[config.mk]
export PLATFORM = sky130hd
export DESIGN_NAME = pwm_generator
export DESIGN_NICKNAME = d
export VERILOG_FILES = /design/src/rtl/pwm_generator.sv
export SDC_FILE = /design/constraint.sdc
export NUM_CORES = 1
export LEC_CHECK = 0
export CAP_MARGIN = 20
export CORE_ASPECT_RATIO = 0.8
export CORE_MARGIN = 5
export CORE_UTILIZATION = 33
export CTS_BUF_LIST = sky130_fd_sc_hd__clkbuf_4
export CTS_CLUSTER_SIZE = 30
export DETAILED_ROUTE_END_ITERATION = 8
export DONT_BUFFER_PORTS = 1
export PLACE_DENSITY = 0.58
export SYNTH_ARGS = -nofsm -noshare
export SYNTH_HDL_FRONTEND = slang
export SYNTH_SLANG_ARGS = --single-unit
[constraint.sdc]
create_clock -name Clock -period 2.8 [get_ports Clock]
set_input_delay 0.42 -clock Clock [delete_from_list [all_inputs] [get_ports Clock]]
set_output_delay 0.42 -clock Clock [all_outputs]
set_load 0.02 [all_outputs]
[src/rtl/pwm_generator.sv]
// PWM output stage: compares a free-running period counter against a duty threshold.
// The duty threshold is shadow-loaded only at period boundaries, so the waveform is glitch-free.
module pwm_generator #(
  parameter int unsigned WIDTH    = 8,
  parameter int unsigned PRESCALE = 1
) (
  input  logic             Clock,
  input  logic             Reset_n,
  input  logic             PWM_Enable,
  input  logic [WIDTH-1:0] Register_Data,
  output logic             PWM_Out,
  output logic             Period_Start,
  output logic [WIDTH-1:0] Duty_Active
);

  localparam int unsigned      PsW     = (PRESCALE > 1) ? $clog2(PRESCALE) : 1;
  localparam logic [PsW-1:0]   PsLast  = PsW'(PRESCALE - 1);
  localparam logic [WIDTH-1:0] CntMax  = '1;
  // Roughly 20% of full scale (51 for an 8-bit counter).
  localparam logic [WIDTH-1:0] DutyRst = WIDTH'((2 ** WIDTH - 1) / 5);

  typedef enum logic [0:0] {StIdle, StRun} state_t;

  state_t             state_q, state_d;
  logic [WIDTH-1:0]   count_q, count_d;
  logic [PsW-1:0]     ps_q, ps_d;
  logic [WIDTH-1:0]   duty_q, duty_d;
  logic               pwm_q, pwm_d;
  logic               pstart_q, pstart_d;
  logic               tick;

  assign tick = (ps_q == PsLast);

  always_comb begin
    state_d  = state_q;
    count_d  = count_q;
    ps_d     = ps_q;
    duty_d   = duty_q;
    pstart_d = 1'b0;

    unique case (state_q)
      StIdle: begin
        count_d = '0;
        ps_d    = '0;
        if (PWM_Enable) begin
          state_d  = StRun;
          duty_d   = Register_Data;
          pstart_d = 1'b1;
        end
      end
      StRun: begin
        if (!PWM_Enable) begin
          // Abandon the current period; a re-enable starts a fresh one.
          state_d = StIdle;
          count_d = '0;
          ps_d    = '0;
        end else if (tick) begin
          ps_d    = '0;
          count_d = count_q + 1'b1;
          if (count_q == CntMax) begin
            duty_d   = Register_Data;
            pstart_d = 1'b1;
          end
        end else begin
          ps_d = ps_q + 1'b1;
        end
      end
      default: state_d = StIdle;
    endcase

    // Compare post-edge values so PWM_Out lines up with Period_Start.
    pwm_d = (state_d == StRun) && (count_d < duty_d);
  end

  always_ff @(posedge Clock) begin
    if (!Reset_n) begin
      state_q  <= StIdle;
      count_q  <= '0;
      ps_q     <= '0;
      duty_q   <= DutyRst;
      pwm_q    <= 1'b0;
      pstart_q <= 1'b0;
    end else begin
      state_q  <= state_d;
      count_q  <= count_d;
      ps_q     <= ps_d;
      duty_q   <= duty_d;
      pwm_q    <= pwm_d;
      pstart_q <= pstart_d;
    end
  end

  assign PWM_Out      = pwm_q;
  assign Period_Start = pstart_q;
  assign Duty_Active  = duty_q;

endmodule

==> results of run 1 <==
==> cells by family after synthesis <==
logic type / count (synthesis)
flip-flops: 19
adder cells (fa/ha/maj): 8
XOR/XNOR: 3
AO/OA/AOI/OAI: 17
multiplexers: 8
AND/OR/NAND/NOR: 37
buffers and inverters: 7
==> critical path: stages (launching register included) <==
cell	delay, ns
dfxtp_1	0.41
ha_1	0.23
nand4_1	0.23
o32ai_4	0.28
buf_4	0.16
buf_4	0.11
mux2i_1	0.27
ha_1	0.28
o21a_1	0.16
o21ai_0	0.14
a21oi_1	0.09
a31oi_1	0.16
==> final cells by class <==
class,count,area [um2],share of cell area
inverters,5,18.8,0.0181
flip-flops and latches,19,380,0.367
repair buffers,4,30.0,0.0290
clock buffers,3,22.5,0.0217
clock inverters,1,5.00,0.00483
well taps,38,47.5,0.0458
multi-input cells,73,533,0.514
==> state kept, by name, summed over array words and instances, names as in the netlist <==
register	count
Duty_Active	8
count_q	8
state_q	1
Period_Start	1
PWM_Out	1
==> synth_stat cells (2+ instances only) <==
cell	count
mux2i_1	8
nor2_1	3
nor2b_1	4
inv_1	5
nand3_1	5
and2_1	9
nand2_1	8
nand4_1	2
dfxtp_1	19
a21oi_1	5
o21a_1	2
ha_1	8
o21ai_0	4
xor2_1	2
==> power by group <==
group	switching [mW]	internal, mW	leakage [nW]
logic	0.0213	0.0216	0.237
clock network	0.0868	0.0533	0.0177
registers	0.0175	0.280	0.155
==> per-layer routing <==
layer | global-route usage | part of all wire | vias up
met5 | 0 | 0 | -
li1 | - | - | 362
met2 | 0.173 | 0.44 | 25
met4 | 0.0362 | 0.013 | 0
met1 | 0.112 | 0.44 | 334
met3 | 0.0757 | 0.11 | 4
==> stage by stage <==
step	util	hold slack [ns]
after CTS	0.371	0.166
after global routing	0.381	0.150
after global placement	0.361	0.485
after detailed placement	0.361	0.490
after floorplan	-	0.468
final	0.381	0.170
==> timing repair <==
item	4_1_cts	5_1_grt
endpoints found under the setup margin	0	1
gates resized for setup	0	1
hold buffers	0	0
buffers inserted	0	2
==> worst paths after layout <==
check	end	cells past startpoint	slack [ns]
worst max-delay path	PWM_Out$_SDFF_PN0_	11	0.21
worst min-delay path	Duty_Active[4]$_SDFF_PN1_	1	0.17
worst max register to register	PWM_Out$_SDFF_PN0_	11	0.21
worst min register to register	count_q[0]$_SDFF_PN0_	1	0.51
==> impl_metrics.toml, run 1 <==
[outcome]
outcome = "completed"

[synthesis]
synth.area.top_cells = "dfxtp_1, ha_1, mux2i_1"
synth_top_area_share = 0.411
synth_top_area_cell = "dfxtp_1"
synth_cell_types = 29
syn_area_um2 = 925
synth-adder-area-share = 0.108
synth-simple-area-share = 0.219
ys_ff_latch = 19
ys_seq_area_frac = 0.411
syn-num-nets = 118
synthMuxAreaShare = 0.0866
syn_inst = 99
ys.flop_type = "dfxtp_1"
syn_area_per_cell_um2 = 9.34
synth-compound-area-share = 0.114
synth_warnings = 0
synthXorXnorAreaFrac = 0.0284
synth_top_family_by_area = "simple AND/OR/NAND/NOR gates"
synth-edff-count = 0
async_flop_share = 0

[global_routing]
overflow = 0
track_usage = 0.107
antenna_found_initial = 0
grt_start_max_net_pins = 18
first_global_vias = 750
grt_pass1_wl_um = 3350

[clock_tree]
clk_latency_ns = 0.30
htreeDepth = 1
cts_root_buf = "clkbuf_4"
cts_tree = "done"
cts_buffer_depth = 2
cts.sinks = 19
cts_made_buffers = 3
clkTransAtPathRegs_ns = 0.11

[layout]
final_nets = 125
most-common-layout-cells = "dfxtp_1, and2_1, nand2_1, mux2i_1, ha_1"
diodes = 0
instances_no_fill = 143
areaGrowthSynthToFinish_pct = 12.2
fin_area_mm2 = 0.00104
drive_gt1_frac = 0.0952
final_common_cell = "dfxtp_1"
fill_cells = 300

[sta]
finalSetupViolCount = 0
rsz0062_at_grt = "false"
max_slew_margin = 0.830
skew_ns = 0.0107
final_hold_viol_count = 0
period_needed_ns = 2.59
fmax_mhz = 386
fin_crit_sh = 0.926
worst_pin_slew_ns = 0.249
timing.setup.tns_ns = 0
final_max_slew_viol_count = 0
fin_ws_ns = 0.209

[place]
dp_slack_ns = 0.123
io_buffers = 0
dp_cells = 137
dp_hpwl_um = 1610
placed_area_um2 = 983
gp_congestion = 0.826

[power]
p_per_area_mw_per_mm2 = 463
finalPower_mw = 0.480
ir_worst_vdd_mv = 0.238
p_leak_nw = 0.410

[detailed_routing]
wl_per_cell_um = 14.0
antenna_left = 0
via_per_inst = 5.07
dr.pass1.iters = 3
drt-total-wl_um = 2000
vias = 725
drc_errors = 0
drt-initial-drc-count = 19

[die]
row_count = 17
dieWidth_um = 69.2
core_area_mm2 = 0.00272
fp.dieH_um = 57.3
dieArea_mm2 = 0.00397
start_util = 0.340
ios = 21

[critical_path]
crit_type = "reg -> reg"
r2r_start = "count_q[0]$_SDFF_PN0_"
critPathRequiredTime_ns = 3.04
arrival_ns = 2.83
critPathCaptureType = "flop"
crit_path_start_kind = "flop"
path_max_fanout = 5
startpoint = "count_q[0]$_SDFF_PN0_"

[run]
cap_violations = 0

[hold_path]
min_from = "Reset_n"
min_path_type = "in -> reg"
(Power assumes the default switching activity.)
==> inputs of run 2 (changes only) <==
--- a/config.mk
+++ b/config.mk
@@ -6,6 +6,8 @@
 export NUM_CORES = 1
 export LEC_CHECK = 0
 export CAP_MARGIN = 20
+export CELL_PAD_IN_SITES_DETAIL_PLACEMENT = 1
+export CELL_PAD_IN_SITES_GLOBAL_PLACEMENT = 1
 export CORE_ASPECT_RATIO = 0.8
 export CORE_MARGIN = 5
 export CORE_UTILIZATION = 33
@@ -13,7 +15,8 @@
 export CTS_CLUSTER_SIZE = 30
 export DETAILED_ROUTE_END_ITERATION = 8
 export DONT_BUFFER_PORTS = 1
-export PLACE_DENSITY = 0.58
+export PLACE_DENSITY = 0.69
+export SLEW_MARGIN = 0
 export SYNTH_ARGS = -nofsm -noshare
 export SYNTH_HDL_FRONTEND = slang
 export SYNTH_SLANG_ARGS = --single-unit
==> impl_metrics.toml, run 2 (synthesis gave the netlist of run 1 again) <==
[clock_tree]
clk_latency_ns = 0.30
ctsHoldBuffers = 0
cts_buffer_depth = 2
htreeDepth = 1
clkTransAtPathRegs_ns = 0.11
cts_root_buf = "clkbuf_4"
cts_made_buffers = 3
post_cts_buffers = 0
cts_tree = "done"
cts.sinks = 19

[layout]
post-route-util = 0.374
diodes = 0
final_common_cell = "dfxtp_1"
most-common-layout-cells = "dfxtp_1, and2_1, nand2_1, mux2i_1, ha_1"
areaGrowthSynthToFinish_pct = 10.0
drive_gt1_frac = 0.0784
final_nets = 122
fill_cells = 337

[run]
cap_violations = 0

[sta]
worst_pin_slew_ns = 0.306
rsz0062_at_grt = "false"
final_max_slew_viol_count = 0
max_slew_margin = 0.795
finalSetupViolCount = 0
timing.setup.tns_ns = 0
fmax_mhz = 390
final_hold_viol_count = 0
period_needed_ns = 2.57
fin_crit_sh = 0.917
skew_ns = 0.00460

[critical_path]
crit_type = "reg -> reg"
arrival_ns = 2.80
critPathRequiredTime_ns = 3.03
critPathCaptureType = "flop"
path_max_fanout = 10
crit_path_start_kind = "flop"

[detailed_routing]
wl_per_cell_um = 15.9
drt-initial-drc-count = 30
drc_errors = 0
antenna_left = 0
vias = 725
dr.pass1.iters = 4
via_per_inst = 5.18
drt-total-wl_um = 2230

[power]
ir_worst_vdd_mv = 0.271
p_leak_nw = 0.399
p_per_area_mw_per_mm2 = 474

[place]
io_buffers = 0
dp_hpwl_um = 1760
gp_congestion = 0.714

[global_routing]
track_usage = 0.121
grt_start_max_net_pins = 18
overflow = 0
grt_pass1_wl_um = 3790
first_global_vias = 813
antenna_found_initial = 0

[die]
fp.dieH_um = 57.3
ios = 21
start_util = 0.340
dieArea_mm2 = 0.00397
dieWidth_um = 69.2
core_area_mm2 = 0.00272
row_count = 17

[outcome]
outcome = "completed"

[hold_path]
min_path_type = "in -> reg"
[run 2: changes by cell type in the layout (fill, tap and decap cells not counted), sizes merged]
cell and delta:
buf -3
[run 2: path summary, 6_finish.rpt]
path	end	from	cells after the start	slack, ns
setup / recovery	PWM_Out$_SDFF_PN0_	count_q[1]$_SDFF_PN0_	10	0.23
hold / removal	Duty_Active[1]$_SDFF_PN1_	Reset_n	1	0.18
setup reg to reg	PWM_Out$_SDFF_PN0_	count_q[1]$_SDFF_PN0_	10	0.23
hold reg to reg	count_q[0]$_SDFF_PN0_	count_q[0]$_SDFF_PN0_	1	0.46
[run 2: through the flow]
step                      cell area, um2  worst slack (ns)  hold WS (ns)  std cells  total power [mW]
after floorplan                      925             0.451         0.468         99             0.334
after global placement               988             0.301         0.487        136             0.344
after detailed placement             988             0.129         0.487        136             0.347
after CTS                           1020             0.101         0.164        140             0.488
after global routing                1020           0.00435         0.150        140             0.510
final                               1020             0.233         0.178        140             0.482
[run 2: timing repair]
action                                  4_1_cts  5_1_grt
endpoints found under the hold margin         0        0
endpoints found under the setup margin        0        1
resized for setup                             0        1
[run 2: layout make-up]
class / instances / area, um2 / share of cell area
tap: 38 / 47.5 / 0.0467
inverter: 5 / 18.8 / 0.0185
multi-input combinational: 73 / 522 / 0.513
sequential: 19 / 382 / 0.375
timing repair buffer: 1 / 20.0 / 0.0197
clock inverter: 1 / 5.00 / 0.00492
clock buffer: 3 / 22.5 / 0.0221
[run 2: power breakdown]
group	switching (mW)	leakage [nW]	total, mW	internal, mW
clock network	0.0881	0.0177	0.141	0.0532
logic	0.0217	0.226	0.0429	0.0212
registers	0.0175	0.156	0.298	0.280
[run 2: metal layers]
layer	part of all wire	vias up	global-route usage	wire length, um
met5	0	-	0	0
met4	0.0094	0	0.0362	21
met3	0.074	4	0.0528	164
met2	0.48	22	0.209	1060
met1	0.44	344	0.137	981
li1	-	355	-	-
[run 2: worst max-delay path, cell delays in order (launching register included)]
cell	delay (ns)
dfxtp_1	0.38
ha_1	0.23
nand4_1	0.19
o32ai_2	0.34
buf_12	0.18
mux2i_1	0.26
ha_1	0.28
a211oi_1	0.23
o21a_1	0.18
nand3_1	0.08
a31oi_1	0.15
==> inputs of run 3 (changes only) <==
--- a/config.mk
+++ b/config.mk
@@ -16,7 +16,7 @@
 export DETAILED_ROUTE_END_ITERATION = 8
 export DONT_BUFFER_PORTS = 1
 export PLACE_DENSITY = 0.69
-export SLEW_MARGIN = 0
 export SYNTH_ARGS = -nofsm -noshare
 export SYNTH_HDL_FRONTEND = slang
 export SYNTH_SLANG_ARGS = --single-unit
+export TNS_END_PERCENT = 20
==> results of run 3 <==
Final layout, timing and power as in run 2 (identical DEF).
